$ cat src/rtl/alu_exec_seq.sv
// Execute-stage sequencer: drives the shared combinational ALU for a result/compare
// pass and, for redirecting instructions, a second target-address pass.
module alu_exec_seq #(
    parameter int WIDTH = 32
) (
    input  logic             clk,
    input  logic             rst,
    input  logic             in_valid,
    output logic             in_ready,
    input  logic [2:0]       in_op,
    input  logic [2:0]       in_funct3,
    input  logic             in_funct7b5,
    input  logic [WIDTH-1:0] in_pc,
    input  logic [WIDTH-1:0] in_rs1,
    input  logic [WIDTH-1:0] in_rs2,
    input  logic [WIDTH-1:0] in_imm,
    input  logic [4:0]       in_rd,
    output logic [3:0]       alu_ctrl,
    output logic [WIDTH-1:0] alu_in1,
    output logic [WIDTH-1:0] alu_in2,
    input  logic [WIDTH-1:0] alu_result,
    input  logic             alu_zero,
    output logic             out_valid,
    input  logic             out_ready,
    output logic [4:0]       out_rd,
    output logic             out_rd_we,
    output logic [WIDTH-1:0] out_rd_data,
    output logic             out_redirect,
    output logic [WIDTH-1:0] out_npc
);

    localparam logic [2:0] OP_ALUR   = 3'b000;
    localparam logic [2:0] OP_ALUI   = 3'b001;
    localparam logic [2:0] OP_LUI    = 3'b010;
    localparam logic [2:0] OP_AUIPC  = 3'b011;
    localparam logic [2:0] OP_BRANCH = 3'b100;
    localparam logic [2:0] OP_JAL    = 3'b101;
    localparam logic [2:0] OP_JALR   = 3'b110;
    localparam logic [2:0] OP_RSVD   = 3'b111;

    localparam logic [3:0] ALU_ADD  = 4'b0000;
    localparam logic [3:0] ALU_SUB  = 4'b1000;
    localparam logic [3:0] ALU_SLT  = 4'b0010;
    localparam logic [3:0] ALU_SLTU = 4'b0011;
    localparam logic [3:0] ALU_COPY = 4'b1111;

    localparam logic [WIDTH-1:0] LINK_STEP = WIDTH'(3'd4);

    typedef enum logic [1:0] {
        IDLE = 2'd0,
        OP1  = 2'd1,
        OP2  = 2'd2,
        DONE = 2'd3
    } stateT;

    stateT            stateR;
    stateT            nextStateS;
    logic [2:0]       opR;
    logic [2:0]       f3R;
    logic             f7R;
    logic [WIDTH-1:0] pcR;
    logic [WIDTH-1:0] rs1R;
    logic [WIDTH-1:0] rs2R;
    logic [WIDTH-1:0] immR;
    logic [4:0]       rdR;
    logic             takenS;
    logic             needOp2S;
    logic             writesRdS;

    assign in_ready  = (stateR == IDLE);
    assign out_valid = (stateR == DONE);
    assign out_rd    = rdR;

    // State register.
    always_ff @(posedge clk or posedge rst) begin
        if (rst) begin
            stateR <= IDLE;
        end else begin
            stateR <= nextStateS;
        end
    end

    // Bundle capture on the accept edge.
    always_ff @(posedge clk or posedge rst) begin
        if (rst) begin
            opR  <= 3'b000;
            f3R  <= 3'b000;
            f7R  <= 1'b0;
            pcR  <= '0;
            rs1R <= '0;
            rs2R <= '0;
            immR <= '0;
            rdR  <= 5'd0;
        end else if ((stateR == IDLE) && in_valid) begin
            opR  <= in_op;
            f3R  <= in_funct3;
            f7R  <= in_funct7b5;
            pcR  <= in_pc;
            rs1R <= in_rs1;
            rs2R <= in_rs2;
            immR <= in_imm;
            rdR  <= in_rd;
        end
    end

    // Branch outcome, valid only while the OP1 compare is on the ALU.
    always_comb begin
        takenS = 1'b0;
        case (f3R)
            3'b000:  takenS = alu_zero;
            3'b001:  takenS = ~alu_zero;
            3'b100:  takenS = alu_result[0];
            3'b101:  takenS = ~alu_result[0];
            3'b110:  takenS = alu_result[0];
            3'b111:  takenS = ~alu_result[0];
            default: takenS = 1'b0;
        endcase
    end

    assign needOp2S  = (opR == OP_JAL) || (opR == OP_JALR) || ((opR == OP_BRANCH) && takenS);
    assign writesRdS = (opR != OP_BRANCH) && (opR != OP_RSVD);

    // Next-state logic.
    always_comb begin
        nextStateS = stateR;
        case (stateR)
            IDLE:    nextStateS = in_valid ? OP1 : IDLE;
            OP1:     nextStateS = needOp2S ? OP2 : DONE;
            OP2:     nextStateS = DONE;
            DONE:    nextStateS = out_ready ? IDLE : DONE;
            default: nextStateS = IDLE;
        endcase
    end

    // ALU drive: purely from state and the latched bundle, idle outside OP1/OP2.
    always_comb begin
        alu_ctrl = 4'b0000;
        alu_in1  = '0;
        alu_in2  = '0;
        case (stateR)
            OP1: begin
                case (opR)
                    OP_ALUR: begin
                        alu_ctrl = {f7R & ((f3R == 3'b000) || (f3R == 3'b101)), f3R};
                        alu_in1  = rs1R;
                        alu_in2  = rs2R;
                    end
                    OP_ALUI: begin
                        alu_ctrl = {f7R & (f3R == 3'b101), f3R};
                        alu_in1  = rs1R;
                        alu_in2  = immR;
                    end
                    OP_LUI: begin
                        alu_ctrl = ALU_COPY;
                        alu_in2  = immR;
                    end
                    OP_AUIPC: begin
                        alu_ctrl = ALU_ADD;
                        alu_in1  = pcR;
                        alu_in2  = immR;
                    end
                    OP_JAL, OP_JALR: begin
                        alu_ctrl = ALU_ADD;
                        alu_in1  = pcR;
                        alu_in2  = LINK_STEP;
                    end
                    OP_BRANCH: begin
                        alu_ctrl = f3R[2] ? (f3R[1] ? ALU_SLTU : ALU_SLT) : ALU_SUB;
                        alu_in1  = rs1R;
                        alu_in2  = rs2R;
                    end
                    default: begin
                        alu_ctrl = 4'b0000;
                    end
                endcase
            end
            OP2: begin
                alu_ctrl = ALU_ADD;
                alu_in1  = (opR == OP_JALR) ? rs1R : pcR;
                alu_in2  = immR;
            end
            default: begin
                alu_ctrl = 4'b0000;
            end
        endcase
    end

    // Result registers: OP1 captures writeback and redirect decision, OP2 the target.
    always_ff @(posedge clk or posedge rst) begin
        if (rst) begin
            out_rd_data  <= '0;
            out_rd_we    <= 1'b0;
            out_redirect <= 1'b0;
            out_npc      <= '0;
        end else begin
            case (stateR)
                OP1: begin
                    out_rd_data  <= (opR == OP_RSVD) ? '0 : alu_result;
                    out_rd_we    <= writesRdS && (rdR != 5'd0);
                    out_redirect <= needOp2S;
                    out_npc      <= '0;
                end
                OP2: begin
                    out_npc <= (opR == OP_JALR) ? {alu_result[WIDTH-1:1], 1'b0} : alu_result;
                end
                default: begin
                    out_npc <= out_npc;
                end
            endcase
        end
    end

endmodule

$ cat config.mk
export PLATFORM = sky130hd
export DESIGN_NAME = alu_exec_seq
export DESIGN_NICKNAME = d
export VERILOG_FILES = /design/src/rtl/alu_exec_seq.sv
export SDC_FILE = /design/constraint.sdc
export NUM_CORES = 1
export LEC_CHECK = 0
export ABC_AREA = 1
export BUFFER_PORTS_ARGS = -buffer_cell sky130_fd_sc_hd__buf_2
export CORE_MARGIN = 2
export CORE_UTILIZATION = 51
export DETAILED_ROUTE_END_ITERATION = 10
export MAX_ROUTING_LAYER = met4
export PLACE_DENSITY = 0.8
export SLEW_MARGIN = 20
export SYNTH_ARGS = -nofsm -noshare
export SYNTH_HDL_FRONTEND = slang
export SYNTH_SLANG_ARGS = --single-unit
$ cat constraint.sdc
create_clock -name clk -period 6.6 [get_ports clk]
set_input_delay 0.33 -clock clk [delete_from_list [all_inputs] [get_ports clk]]
set_output_delay 0.33 -clock clk [all_outputs]
set_load 0.1 [all_outputs]
==> reports/metrics.cfg, run 1 <==
[grt]
antenna_found_initial=5
gr-usage-all-layers_pct=27.7
grt_start_max_net_pins=150
grt_pass1_wl_mm=43.3
overflow=0
grt_pass1_vias=8680

[synth]
yosysSeqAreaShare_pct=53.6
syn-num-nets=1250
syn_area_sq_mm=0.00971
synth_edf_count=0
synth-async-reset-ratio_pct=100
synthFlopType=dfrtp_1
syn_inst=1069
ys_types=24
ys_seq_elements=208
synth_warnings=0
avgSynthCellArea_sq_um=9.08

[clock_network]
cts_tree=built
hold_buffers=0
cts_max_path_buffers=3
clkLatencyLatePin_ns=0.51
cts-htree-levels=1
cts_resized=0
clk_pin_slew_worst_paths_ns=0.06
root_buffer=clkbuf_16
post_cts_buffers=0
cts-buffers-inserted=23
cts_num_sinks=208

[sta]
setup_violations=0
finalHoldViolCount=48
rsz0062_at_grt=false
finClkSkew_ns=0.0147
hold_slack_ns=-0.0670
fin_crit_sh_pct=57.6
relSlewSlack_pct=40.2
tightest_slew_ns=0.895
slew_violations=0
min_period_ns=3.80
finalSetupTns_ns=0
fmax_mhz=263

[setup_path]
start_kind=flop
required_ns=6.27
crit_path_end_kind=primary output
crit_start=stateR[1]$_DFF_PP0_
crit_arrival_ns=3.47
r2r-start=stateR[0]$_DFF_PP0_
path_max_fanout=34
worstSetupPathType=reg -> out

[route]
wl_per_cell_microns=17.1
postRouteAntennaNets=0
wl_mm=27.4
drc=0
drtIter0Drc=481
viasPerCell=5.41
via_count=8690
dr.pass1.iters=5

[floorplan]
ios=318
rows=50
die_area_sq_mm=0.0202
core_area_sq_mm=0.0187
initial_utilization_pct=51.9
die_width_microns=142
die_y_microns=142

[cells_and_area]
final_common_cell=buf_2
fillers=1513
syn2layout_area_growth_pct=25.9
drive_gt1_share_pct=34.2
final_nets=1532
final_cell_mix=317 x buf_2, 226 x nand2_1, 208 x dfrtp_1

[job]
cap_violations=0

[placed_design]
hpwlAfterDp_mm=18.2
portBuffers=317
place_congestion=0.878

[hold_path]
hp-class=in -> async

[run_status]
outcome=complete, but fails checks
violations=hold timing

## per-layer routing
layer / vias up / wire length [microns] / track usage (%) / share of wire (%)
li1: 4079 / - / - / -
met1: 4110 / 10900 / 34.4 / 40
met2: 430 / 13200 / 45.3 / 48
met3: 71 / 2260 / 5.45 / 8.2
met4: 0 / 990 / 10.3 / 3.6
met5: - / 0 / - / 0
## layout make-up
type / instances / area, sq um / area share, %
flip-flops and latches: 208 / 5200 / 42.6
multi-input cells: 697 / 3850 / 31.5
repair buffers: 327 / 1660 / 13.6
clock buffers: 30 / 652 / 5.33
inverters: 94 / 365 / 2.99
well taps: 234 / 293 / 2.40
clock inverters: 11 / 183 / 1.49
diodes: 5 / 12.5 / 0.102
## stage by stage
stage / std cells / cell area, sq um / utilization (%) / setup slack (ns)
after floorplan: 1069 / 9710 / - / 0.589
after global placement: 1560 / 11400 / 60.8 / 3.51
after detailed placement: 1560 / 11400 / 60.8 / 3.37
after CTS: 1601 / 12200 / 65.3 / 2.83
after global routing: 1606 / 12200 / 65.4 / 2.59
final: 1606 / 12200 / 65.4 / 2.80
## state kept, by name, summed over array words and instances (netlist names)
register / count
out_redirect: 1
rs1R: 32
opR: 3
f3R: 3
rs2R: 32
stateR: 2
pcR: 32
out_npc: 32
f7R: 1
immR: 32
out_rd_we: 1
out_rd_data: 32
out_rd: 5
## final timing paths
| kind | to | slack, ns | cells after the start |
|---|---|---|---|
| worst max register to register | pcR[24]$_DFFE_PP0P_ | 3.85 | 5 |
| max in group asynchronous | f7R$_DFFE_PP0P_ | 5.30 | 3 |
| min in group clk | pcR[9]$_DFFE_PP0P_ | 0.05 | 2 |
| worst max-delay path | alu_in2[22] | 2.80 | 9 |
| worst min register to register | out_npc[9]$_DFFE_PP0P_ | 0.48 | 2 |
| worst min-delay path | immR[14]$_DFFE_PP0P_ | -0.07 | 2 |
## cells in the mapped netlist, types with 2 or more instances
master	n	area, sq um
o211ai_1	11	82.6
o21ai_0	115	576
nand3_1	9	45.0
o21a_1	22	165
clkbuf_1	30	113
buf_2	32	160
inv_2	2	7.51
o21ai_1	2	10.0
nand3_2	2	20.0
a21oi_1	85	425
dfrtp_1	208	5200
mux2_2	91	1020
ha_1	4	50.1
a31oi_1	31	194
o31ai_1	3	22.5
buf_1	5	18.8
nand2_1	228	856
buf_4	3	22.5
inv_1	92	345
nor2_1	90	338
## critical path: stages (launching register included)
cell and delay, ns:
dfrtp_1 0.40, inv_1 0.12, ha_1 0.18, nand2_1 0.06
buf_4 0.22, nor2_2 0.11, buf_4 0.33, nand2_1 0.61
o21ai_0 0.45, buf_2 0.49
## cells by family after synthesis
kind of cell / synth area share, %
simple gates: 13.2
compound gates: 15.3
flops: 53.6
mux: 10.6
fa+ha+maj: 0.516
buf+inv: 6.87
Power of run 1 is not shown: default switching activity piles up to over one toggle a cycle in this logic, so the estimate is an artifact.
==> run 2: changes to the inputs <==
Clock period 6.6 ns to 3.71 ns, I/O delays scaled along.
==> run 2 against run 1 <==
The run now ends clean. Die area stayed put. Wire length increased by 23%. Worst hold slack better by 0.16 ns. Via count is 15% higher. Critical endpoint is now alu_in1[31]. Largest cell class unchanged.
==> reports/metrics.cfg, run 2 (synthesis gave the netlist of run 1 again) <==
[floorplan]
initial_utilization_pct=51.9  ; unchanged
core_area_sq_mm=0.0187  ; unchanged
rows=50  ; unchanged
die_y_microns=142  ; unchanged
ios=318  ; unchanged
die_width_microns=142  ; unchanged
die_area_sq_mm=0.0202  ; unchanged

[route]
viasPerCell=5.60  ; +3.5%
via_count=9976  ; +15%
postRouteAntennaNets=0  ; unchanged
drtIter0Drc=774  ; +61%
drc=0  ; unchanged
wl_per_cell_microns=18.9  ; +11%
wl_mm=33.6  ; +23%
dr.pass1.iters=7  ; +2

[setup_path]
crit_top_cell=nand2_1
critPathSlowestCell=nand3_2
r2r-end=out_npc[5]$_DFFE_PP0P_
slowest_delay_ns=0.66  ; +0.05 ns
path_max_fanout=32  ; -5.9%
crit_path_cell_trace=inv_1 -> nand3_2 -> buf_4 -> nand3_2 -> nand2_1 -> nand2_1 -> nand2_1 -> a21oi_1 -> buf_2
worstSetupPathType=reg -> out
start_kind=flop
crit_arrival_ns=2.92  ; -0.55 ns
cp_num_buf_inv=3  ; -1
crit_path_end_kind=primary output
required_ns=3.52  ; -2.75 ns
rrSetupSlack_ns=1.51  ; -2.34 ns
path_delay_family=simple AND/OR/NAND/NOR gates
r2r-start=stateR[0]$_DFF_PP0_
worstRegToRegCells=5  ; unchanged

[sta]
fin_ws_ns=0.606  ; -2.19 ns
min_period_ns=3.10
fin_crit_sh_pct=83.7
finalSetupTns_ns=0  ; unchanged
tightest_slew_ns=0.981  ; +0.0858 ns
finalHoldViolCount=0  ; -100%
hold_slack_ns=0.0924  ; +0.159 ns
setup_violations=0  ; unchanged
fmax_mhz=322
rsz0062_at_grt=false
relSlewSlack_pct=34.4  ; -5.8 points
slew_violations=0  ; unchanged
finClkSkew_ns=0.00861  ; -0.00611 ns

[placed_design]
hpwlAfterDp_mm=18.2  ; +0.42%
portBuffers=317  ; unchanged
place_congestion=0.836  ; -4.8%
placed_cell_area_sq_mm=0.0120  ; +5.4%
dp_slack_ns=1.22  ; -2.15 ns

[clock_network]
cts-htree-levels=1  ; unchanged
cts_resized=0  ; unchanged
clk_pin_slew_worst_paths_ns=0.06  ; about the same
cts_num_sinks=208  ; unchanged
post_cts_buffers=0  ; unchanged
root_buffer=clkbuf_16
clkLatencyLatePin_ns=0.51  ; about the same
hold_buffers=173  ; +173
cts_max_path_buffers=3  ; unchanged
cts_tree=built
cts-buffers-inserted=23  ; unchanged

[hold_path]
worstHoldStart=out_ready
hp-class=in -> reg
hold-path-cell-count=6
whs_endpoint=stateR[0]$_DFF_PP0_

[run_status]
outcome=completed

[cells_and_area]
final_common_cell=buf_2
final_cell_mix=281 x buf_2, 226 x nand2_1, 208 x dfrtp_1
fin_area_sq_mm=0.0145  ; +18%
syn2layout_area_growth_pct=48.9
drive_gt1_share_pct=30.5  ; -3.8 points
final_nets=1710  ; +12%

[grt]
gr-usage-all-layers_pct=33.7  ; +6.1 points
grt_start_max_net_pins=89  ; -41%
grt_pass1_wl_mm=52.7  ; +22%
grt_pass1_vias=10177  ; +17%
overflow=0  ; unchanged
antenna_found_initial=4  ; -1

[job]
cap_violations=0  ; unchanged

[run 2: changes by cell type in the layout (fill, tap and decap cells not counted), sizes merged]
cell / before / now
inv: 93 / 94
diode: 5 / 4
dlygate4sd3: 0 / 173
clkbuf: 30 / 31
buf: 327 / 332
bufinv: 5 / 1
[run 2: area by class of cell]
| cell class | count | area (sq um) |
|---|---|---|
| flip-flops and latches | 208 | 5200 |
| fillers | 1097 | 4250 |
| repair buffers | 505 | 4020 |
| multi-input cells | 697 | 3850 |
| clock buffers | 31 | 656 |
| inverters | 94 | 357 |
| well taps | 234 | 293 |
| clock inverters | 8 | 68.8 |
| diodes | 4 | 10.0 |
[run 2: per-layer routing]
layer  track usage, %  vias to the layer above  part of all wire, %
li1                 -                     4435                    -
met1             39.2                     4797                   37
met2             57.2                      619                   50
met3             7.54                      125                  8.9
met4             13.6                        0                  4.2
met5                -                        -                    0
[run 2: how the worst max path moves through the flow]
stage | start | endpoint | slack (ns) | cells after the start
floorplan | stateR[1]$_DFF_PP0_ | alu_in2[14] | 0.10 | 8
global placement | stateR[0]$_DFF_PP0_ | alu_in2[16] | 1.26 | 7
detailed placement | opR[0]$_DFFE_PP0P_ | alu_in1[2] | 1.22 | 9
CTS | opR[0]$_DFFE_PP0P_ | alu_in1[20] | 0.68 | 9
global route | opR[0]$_DFFE_PP0P_ | alu_in1[31] | 0.45 | 9
finish | opR[0]$_DFFE_PP0P_ | alu_in1[31] | 0.61 | 9
[run 2: stage by stage]
step	instances	utilization, %
after floorplan	1069	-
after global placement	1565	64.1
after detailed placement	1565	64.1
after CTS	1777	77.2
after global routing	1781	77.3
final	1781	77.3
[run 2: worst register-to-register path, stage by stage, from the launching register on]
cell and delay [ns]:
dfrtp_1 0.40, inv_1 0.08, ha_1 0.35, nand2_2 0.73
buf_4 0.38, o21ai_0 0.13
Power of run 2 is left out for the same reason.
==> run 3: changes to the inputs <==
Clock period 3.71 ns to 3.1 ns, I/O delays scaled along.
==> run 3 against run 2 <==
First-iteration DRC count shrank 8.8%. Die area is the same. Non-clock buffer count grew 5. Wire length grew 3.4%. Largest cell class unchanged. Sequential cell count is the same. Critical path type unchanged. Clock skew grew 0.0060 ns. Count of clock-buffer cells in the layout shrank 5. Final cell count grew 0.39%.
==> reports/metrics.cfg, run 3 (synthesis gave the netlist of run 1 again) <==
[sta]
min_period_ns=2.95
fin_ws_ns=0.145  ; -0.460 ns
rsz0062_at_grt=false
slew_violations=0  ; unchanged
setup_violations=0  ; unchanged
finClkSkew_ns=0.0146  ; +0.00601 ns
relSlewSlack_pct=45.0  ; +11 points
tightest_slew_ns=0.824  ; -0.157 ns
finalHoldViolCount=0  ; unchanged
fin_crit_sh_pct=95.3
fmax_mhz=338

[floorplan]
die_y_microns=142  ; unchanged
rows=50  ; unchanged
die_area_sq_mm=0.0202  ; unchanged
initial_utilization_pct=51.9  ; unchanged
ios=318  ; unchanged
core_area_sq_mm=0.0187  ; unchanged
die_width_microns=142  ; unchanged

[cells_and_area]
final_common_cell=buf_2
fillers=1093  ; -0.36%
final_util_pct=77.9  ; +0.58 points
register_area_sq_mm=0.00520  ; unchanged
fin_area_sq_mm=0.0146  ; +0.74%
multi_input_area_sq_mm=0.00387  ; +0.52%
syn2layout_area_growth_pct=50.1
stdcell_count=1788  ; +0.39%
final_cell_mix=280 x buf_2, 225 x nand2_1, 208 x dfrtp_1
drive_gt1_share_pct=31.1  ; +0.62 points
final_nets=1715  ; +0.29%

[clock_network]
cts-htree-levels=1  ; unchanged
cts_max_path_buffers=3  ; unchanged
post_cts_buffers=0  ; unchanged
root_buffer=clkbuf_16
clk_pin_slew_worst_paths_ns=0.06  ; about the same
cts-buffers-inserted=23  ; unchanged
cts_num_sinks=208  ; unchanged
clkLatencyLatePin_ns=0.52  ; about the same
cts_tree=built

[setup_path]
crit_arrival_ns=2.80  ; -0.12 ns
worstSetupPathType=reg -> out
crit_path_end_kind=primary output
path_max_fanout=17  ; -47%
start_kind=flop
slowest_delay_ns=0.45  ; -0.21 ns
crit_path_cell_trace=inv_1 -> ha_1 -> inv_2 -> nor2_2 -> nand2_2 -> buf_4 -> o21ai_0 -> buf_12
required_ns=2.94  ; -0.58 ns
critPathSlowestCell=o21ai_0

[placed_design]
dpl.cell_count=1570  ; +0.32%
portBuffers=317  ; unchanged
hpwlAfterDp_mm=19.1  ; +4.5%
place_congestion=0.878  ; +5.1%
dp_slack_ns=0.647  ; -0.573 ns
placed_cell_area_sq_mm=0.0121  ; +0.54%

[job]
cap_violations=0  ; unchanged

[route]
postRouteAntennaNets=0  ; unchanged
viasPerCell=5.62  ; +0.36%
dr.pass1.iters=5  ; -2
drc=0  ; unchanged
drtIter0Drc=706  ; -8.8%
wl_per_cell_microns=19.5  ; +3.0%
via_count=10051  ; +0.75%
wl_mm=34.8  ; +3.4%

[grt]
grt_pass1_wl_mm=53.8  ; +2.2%
grt_start_max_net_pins=67  ; -25%
overflow=0  ; unchanged
gr-usage-all-layers_pct=34.9  ; +1.1 points
grt_pass1_vias=10404  ; +2.2%
antenna_found_initial=3  ; -1

[run_status]
outcome=completed

[hold_path]
hp-class=in -> reg

[run 3: cell type report]
cell class,instances,share of cell area (%)
Multi-Input combinational cell,697,26.6
Antenna cell,3,0.0515
Inverter,94,2.45
Clock inverter,16,0.911
Timing Repair Buffer,510,28.1
Clock buffer,26,4.24
Sequential cell,208,35.7
Tap cell,234,2.01
[run 3: critical path, delay by kind of cell, from the launching register on]
kind / cells / cell delay [ns]
AO/OA/AOI/OAI: 1 / 0.45
adder cells (fa/ha/maj): 1 / 0.38
AND/OR/NAND/NOR: 2 / 0.37
flip-flops: 1 / 0.40
buffers and inverters: 4 / 0.68
[run 3: path summary, 6_finish.rpt]
| kind | startpoint | to | slack, ns | cells after the start |
|---|---|---|---|---|
| setup / recovery | stateR[0]$_DFF_PP0_ | alu_in2[5] | 0.15 | 8 |
| hold / removal | out_ready | stateR[0]$_DFF_PP0_ | 0.07 | 6 |
| setup reg to reg | stateR[0]$_DFF_PP0_ | pcR[22]$_DFFE_PP0P_ | 1.05 | 5 |
| hold reg to reg | out_redirect$_DFFE_PP0P_ | out_redirect$_DFFE_PP0P_ | 0.48 | 1 |
| max in group asynchronous | rst | pcR[29]$_DFFE_PP0P_ | 1.83 | 4 |
| min in group asynchronous | rst | pcR[2]$_DFFE_PP0P_ | 0.36 | 3 |
[run 3: what timing repair did]
action                     4_1_cts  5_1_grt
setup endpoints to repair        0       26
hold endpoints to repair       234        0
hold buffers                   173        0
gates resized for setup          0        4
[run 3: per-layer routing]
layer	vias up	global-route usage, %	share of wire, %
met3	157	7.27	9.0
li1	4441	-	-
met1	4816	40.4	36
met5	-	-	0
met4	0	17.9	5.6
met2	637	57.8	49
[run 3: stage by stage]
stage | TNS (ns) | hold slack (ns)
4_1_cts | 0 | 0.0525
6_report | 0 | 0.0653
3_3_place_gp | 0 | 0.352
3_5_place_dp | 0 | 0.347
5_1_grt | 0 | 0.124
2_1_floorplan | -12.82 | 0.305
Power of run 3 is left out for the same reason.
